**src/rtl/matrix_compare.sv**
```systemverilog
// Compares a snapshot of a ROW x COLUMN byte matrix against a row-major vector stream.
// Optional first-mismatch logging is built when MATRIX_COMPARE_ERRLOG_EN is defined.
module matrix_compare #(
  parameter int ROW    = 4,
  parameter int COLUMN = 4,
  localparam int N  = ROW * COLUMN,
  localparam int CW = $clog2(N + 1),
  localparam int RW = (ROW > 1) ? $clog2(ROW) : 1,
  localparam int KW = (COLUMN > 1) ? $clog2(COLUMN) : 1
) (
  input  logic          clk,
  input  logic          rst_n,
  input  logic [7:0]    mat_in [ROW][COLUMN],
  input  logic          start,
  input  logic          abort,
  input  logic          vec_valid,
  input  logic [7:0]    vec_data,
  output logic          vec_ready,
  output logic          busy,
  output logic          done,
  output logic          pass,
  output logic [CW-1:0] mismatch_count,
  output logic [RW-1:0] err_row,
  output logic [KW-1:0] err_col,
  output logic [7:0]    err_exp,
  output logic [7:0]    err_act,
  output logic          err_valid,
  output logic [1:0]    state_dbg
);

  // Handshake: a vector beat transfers on a rising edge where vec_valid && vec_ready;
  // vec_ready is high only in CMP and the source may hold or drop vec_valid freely.
  typedef enum logic [1:0] {IDLE, SNAP, CMP, DONE} state_t;

  state_t          state_q, state_d;
  logic [RW-1:0]   r_q, r_d;
  logic [KW-1:0]   c_q, c_d;
  logic [7:0]      snap_q [ROW][COLUMN];
  logic [7:0]      snap_d [ROW][COLUMN];
  logic [CW-1:0]   cnt_q, cnt_d;
  logic            pass_q, pass_d;
  logic            beat, mis;

`ifdef MATRIX_COMPARE_ERRLOG_EN
  logic [RW-1:0]   err_row_q, err_row_d;
  logic [KW-1:0]   err_col_q, err_col_d;
  logic [7:0]      err_exp_q, err_exp_d;
  logic [7:0]      err_act_q, err_act_d;
  logic            err_valid_q, err_valid_d;
`endif

  always_comb begin
    state_d = state_q;
    r_d     = r_q;
    c_d     = c_q;
    snap_d  = snap_q;
    cnt_d   = cnt_q;
    pass_d  = pass_q;
`ifdef MATRIX_COMPARE_ERRLOG_EN
    err_row_d   = err_row_q;
    err_col_d   = err_col_q;
    err_exp_d   = err_exp_q;
    err_act_d   = err_act_q;
    err_valid_d = err_valid_q;
`endif
    beat = (state_q == CMP) && vec_valid && !abort;
    mis  = beat && (vec_data != snap_q[r_q][c_q]);

    case (state_q)
      IDLE: begin
        if (start) state_d = SNAP;
      end
      SNAP: begin
        snap_d  = mat_in;
        cnt_d   = '0;
        pass_d  = 1'b0;
        r_d     = '0;
        c_d     = '0;
`ifdef MATRIX_COMPARE_ERRLOG_EN
        err_valid_d = 1'b0;
`endif
        state_d = abort ? IDLE : CMP;
      end
      CMP: begin
        if (abort) begin
          pass_d  = 1'b0;
          state_d = IDLE;
        end else if (beat) begin
          if (mis && (cnt_q != CW'(N))) cnt_d = cnt_q + CW'(1);
`ifdef MATRIX_COMPARE_ERRLOG_EN
          if (mis && !err_valid_q) begin
            err_valid_d = 1'b1;
            err_row_d   = r_q;
            err_col_d   = c_q;
            err_exp_d   = vec_data;
            err_act_d   = snap_q[r_q][c_q];
          end
`endif
          if (c_q == KW'(COLUMN - 1)) begin
            c_d = '0;
            if (r_q == RW'(ROW - 1)) begin
              // Pass result is visible in the same cycle as the done pulse.
              pass_d  = (cnt_d == '0);
              state_d = DONE;
            end else begin
              r_d = r_q + RW'(1);
            end
          end else begin
            c_d = c_q + KW'(1);
          end
        end
      end
      DONE: begin
        state_d = IDLE;
      end
      default: state_d = IDLE;
    endcase
  end

  always_ff @(posedge clk or negedge rst_n) begin
    if (!rst_n) begin
      state_q <= IDLE;
      r_q     <= '0;
      c_q     <= '0;
      cnt_q   <= '0;
      pass_q  <= 1'b0;
      for (int i = 0; i < ROW; i++)
        for (int j = 0; j < COLUMN; j++)
          snap_q[i][j] <= '0;
    end else begin
      state_q <= state_d;
      r_q     <= r_d;
      c_q     <= c_d;
      cnt_q   <= cnt_d;
      pass_q  <= pass_d;
      snap_q  <= snap_d;
    end
  end

`ifdef MATRIX_COMPARE_ERRLOG_EN
  always_ff @(posedge clk or negedge rst_n) begin
    if (!rst_n) begin
      err_row_q   <= '0;
      err_col_q   <= '0;
      err_exp_q   <= '0;
      err_act_q   <= '0;
      err_valid_q <= 1'b0;
    end else begin
      err_row_q   <= err_row_d;
      err_col_q   <= err_col_d;
      err_exp_q   <= err_exp_d;
      err_act_q   <= err_act_d;
      err_valid_q <= err_valid_d;
    end
  end

  assign err_row   = err_row_q;
  assign err_col   = err_col_q;
  assign err_exp   = err_exp_q;
  assign err_act   = err_act_q;
  assign err_valid = err_valid_q;
`else
  assign err_row   = '0;
  assign err_col   = '0;
  assign err_exp   = '0;
  assign err_act   = '0;
  assign err_valid = 1'b0;
`endif

  assign vec_ready      = (state_q == CMP);
  assign busy           = (state_q == SNAP) || (state_q == CMP);
  assign done           = (state_q == DONE);
  assign pass           = pass_q;
  assign mismatch_count = cnt_q;
  assign state_dbg      = state_q;

endmodule

```
**config.mk**
```make
export PLATFORM = sky130hd
export DESIGN_NAME = matrix_compare
export DESIGN_NICKNAME = d
export VERILOG_FILES = /design/src/rtl/matrix_compare.sv
export SDC_FILE = /design/constraint.sdc
export NUM_CORES = 1
export LEC_CHECK = 0
export ABC_CLOCK_PERIOD_IN_PS = 4350
export CAP_MARGIN = 20
export CORE_ASPECT_RATIO = 0.6
export CORE_MARGIN = 1.5
export CORE_UTILIZATION = 45
export CTS_BUF_LIST = sky130_fd_sc_hd__clkbuf_4
export CTS_CLUSTER_SIZE = 14
export DETAILED_ROUTE_END_ITERATION = 16
export GPL_TIMING_DRIVEN = 0
export PLACE_DENSITY = 0.74
export RECOVER_POWER = 50
export SYNTH_ARGS = -nofsm -noshare
export SYNTH_HDL_FRONTEND = slang
export SYNTH_SLANG_ARGS = --single-unit
```
**constraint.sdc**
```tcl
create_clock -name clk -period 4.35 [get_ports clk]
set_input_delay 0.87 -clock clk [delete_from_list [all_inputs] [get_ports clk]]
set_output_delay 0.87 -clock clk [all_outputs]
set_load 0.01 [all_outputs]
```
==> run_results.csv <==
group,metric,value,unit
routing,ant_nets,0,
worst_setup_path,worstPathCellList,"clkbuf_1 -> clkbuf_1 -> buf_1 -> mux4_2 -> xnor2_1 -> nand4_1 -> o221ai_1 -> nand3_1 -> o21ai_2 -> mux2i_1 -> o41ai_2",
floorplan,std_cell_rows,34,
synthesis,synth_most_common_cell,"dfrtp_1",
synthesis,synth.avg_cell_area,14.9,sq um
flow_run,max_cap_violations,1,
worst_setup_path,cpMostUsedCell,"clkbuf_1",
synthesis,ys_ff_latch,140,
floorplan,fp.dieH,98.2,um
worst_setup_path,path_buf_inv,3,
timing,fin_skew,0.0210,ns
routing,vias_per_cell,5.23,
worst_hold_path,hold_path.class,"flip-flop to flip-flop",
worst_setup_path,worstPathMaxFanout,10,
synthesis,synth-seq-area-share,0.516,
synthesis,synth_edf_count,0,
grt,grt.overflow.total,0,
synthesis,synthTopCellsByCount,"dfrtp_1 (140), mux2_2 (128), mux4_2 (24)",
worst_setup_path,cp_data_arrival_time,4.24,ns
worst_setup_path,cp_top_family,"buffers and inverters",
placement,dpl_cell_area,8660,sq um
worst_setup_path,crit_slowest_cell,"buf_1",
worst_setup_path,max_stage_delay,0.68,ns
clocking,cts_resized,0,
synthesis,ys_top_cells_by_area,"dfrtp_1 (52%), mux2_2 (21%), mux4_2 (8.0%)",
grt,grt_max_degree,73,
synthesis,synth_simple_gate_area_frac,0.0234,
clocking,root_buffer,"clkbuf_4",
grt,antenna_found_initial,1,
outcome,violations,"max-capacitance violations, max-slew violations",
clocking,cts_hold_buffers,0,
synthesis,synth_ff_type,"dfrtp_1",
grt,grt_use_total,0.232,
routing,drc,0,
floorplan,ios,173,
floorplan,fp.dieW,162,um
routing,vias,4489,
timing,rsz0062_at_grt,"no",
synthesis,synth-async-reset-ratio,1.00,
worst_setup_path,r2r_start,"c_q[0]",
synthesis,synth.top_cell.area_share,0.516,
timing,relSlewSlack,-1.07,
worst_hold_path,hp-start,"pass",
clocking,path_clk_slew,0.13,ns
clocking,post-cts-setup-buffers,0,
clocking,cts.sinks,140,
clocking,cts_tree,"yes",
pwr,power.total,5.23,mW
timing,min_period,3.79,ns
worst_setup_path,cp-end-kind,"flip-flop",
timing,hold_viol,0,
pwr,leakage,3.64,nW
synthesis,yosys_warnings,0,
grt,grt_pass1_wl,27000,um
final_layout,utilization,0.613,
timing,fmax,264,MHz
routing,wl_per_cell,20.1,um
routing,routed_wl,17300,um
worst_setup_path,r2r-end,"pass",
timing,post-route-period-util,0.870,
timing,worst_pin_slew,3.11,ns
pwr,power-per-cell-area,583,nW/um^2
floorplan,die_area,15900,sq um
pwr,vdd.ir_drop.worst,0.225,mV
final_layout,nets,796,
synthesis,synthesis.area,6790,sq um
synthesis,synth_top_family_by_area,"multiplexers",
worst_setup_path,critical_path_class,"flip-flop to flip-flop",
clocking,cts_buffer_depth,2,
synthesis,synth_cell_type_count,40,
clocking,clock_latency,0.55,ns
routing,dr.first_iter.drc_count,268,
floorplan,start_util,0.464,
placement,dp_hpwl,12800,um
outcome,status,"finished, violations left",
timing,slew_violations,69,
synthesis,synth-compound-area-share,0.0271,
synthesis,synth-xor-area-share,0.0206,
clocking,htree_levels,4,
final_layout,final_cell_area,8960,sq um
worst_setup_path,reg2regPathDepth,11,
clocking,cts_buffers,17,
grt,grt_pass1_vias,4759,
placement,port_buffers,151,
worst_setup_path,ff2ff_setup_slack,0.56,ns
worst_setup_path,required,4.80,ns
synthesis,synthAdderAreaFrac,0.0147,
routing,dr.pass1.iters,4,
placement,place_congestion,0.802,
final_layout,drive_above_1_share,0.326,
final_layout,syn_to_final_growth,32.0,%
synthesis,synth_area_leader_cell,"dfrtp_1",
floorplan,core,14600,sq um
worst_hold_path,min_to,"pass",
worst_hold_path,min_path_cells,2,
synthesis,syn_inst,456,
timing,setup_violations,0,
worst_setup_path,startpoint_type,"flip-flop",
synthesis,synth_mux_area_frac,0.354,
worst min-delay path, cell delays in order, from the launching register on:
cell and delay [ns]:
dfrtp_1 0.37, nand2_1 0.06, o41ai_2 0.05
cells in the final DEF (no fill, tap or decap), types with 4 or more instances in the layout:
| master | Yosys | layout |
|---|---|---|
| inv_1 | 7 | 7 |
| xnor2_1 | 13 | 13 |
| a21oi_1 | 4 | 4 |
| buf_4 | 21 | 21 |
| clkbuf_1 | 15 | 16 |
| mux4_2 | 24 | 24 |
| mux2_2 | 128 | 128 |
| mux4_1 | 8 | 8 |
| clkdlybuf4s50_1 | 0 | 150 |
| ha_1 | 8 | 8 |
| clkbuf_4 | 0 | 19 |
| o21ai_0 | 5 | 5 |
| conb_1 | 1 | 21 |
| a31oi_1 | 4 | 4 |
| nand3_1 | 8 | 8 |
| mux2i_1 | 21 | 21 |
| dfrtp_1 | 140 | 140 |
| buf_2 | 4 | 4 |
| nor2_1 | 4 | 4 |
| nand2_1 | 8 | 8 |
through the flow:
step	setup WS (ns)	hold WS, ns	instances	TNS (ns)
after floorplan	1.53	0.472	476	0
after global placement	-3.01	0.471	825	-420.17
after detailed placement	0.583	0.483	826	0
after CTS	0.529	0.304	858	0
after global routing	0.271	0.527	858	0
final	0.565	0.507	859	0
layer usage:
layer,share of wire,track usage,wire [um]
met1,0.46,0.343,8020
met2,0.42,0.324,7280
met3,0.11,0.0871,1820
met4,0.011,0.0536,182
met5,0,0,0
power by group:
group          switching, mW  internal [mW]  total, mW
sequential             0.317           1.93       2.24
clock                  0.510          0.415      0.925
combinational          0.833           1.23       2.06
area by class of cell:
cell class              instances  area [sq um]
fillers                      1150          5670
multi-input cells             283          3060
inverters                       7          26.3
plain buffers                  46           275
well taps                     198           248
clock buffers                  19           143
flip-flops and latches        140          3500
repair buffers                152          1540
clock inverters                13           165
diodes                          1          2.50
cells by family (layout without fill, tap and decap cells):
group           after synthesis  in the layout
mux                         181            181
flops                       140            140
buf+inv                      53            237
fa+ha+maj                     8              8
other cells                   1             22
compound gates               25             25
simple gates                 32             32
xor+xnor                     16             16
sequential cells by signal (all words and copies together) (netlist names):
register        cells
snap_q            128
mismatch_count      5
c_q                 2
r_q                 2
state_dbg           2
pass                1
how the worst max path moves through the flow:
stage	cells after the start	to	startpoint
finish	11	pass	c_q[0]
global route	11	pass	c_q[0]
CTS	11	pass	c_q[0]
detailed placement	11	pass	c_q[0]
global placement	1	snap_q[125]	rst_n
floorplan	11	pass	c_q[0]
Power figures use the tool's default switching activity.
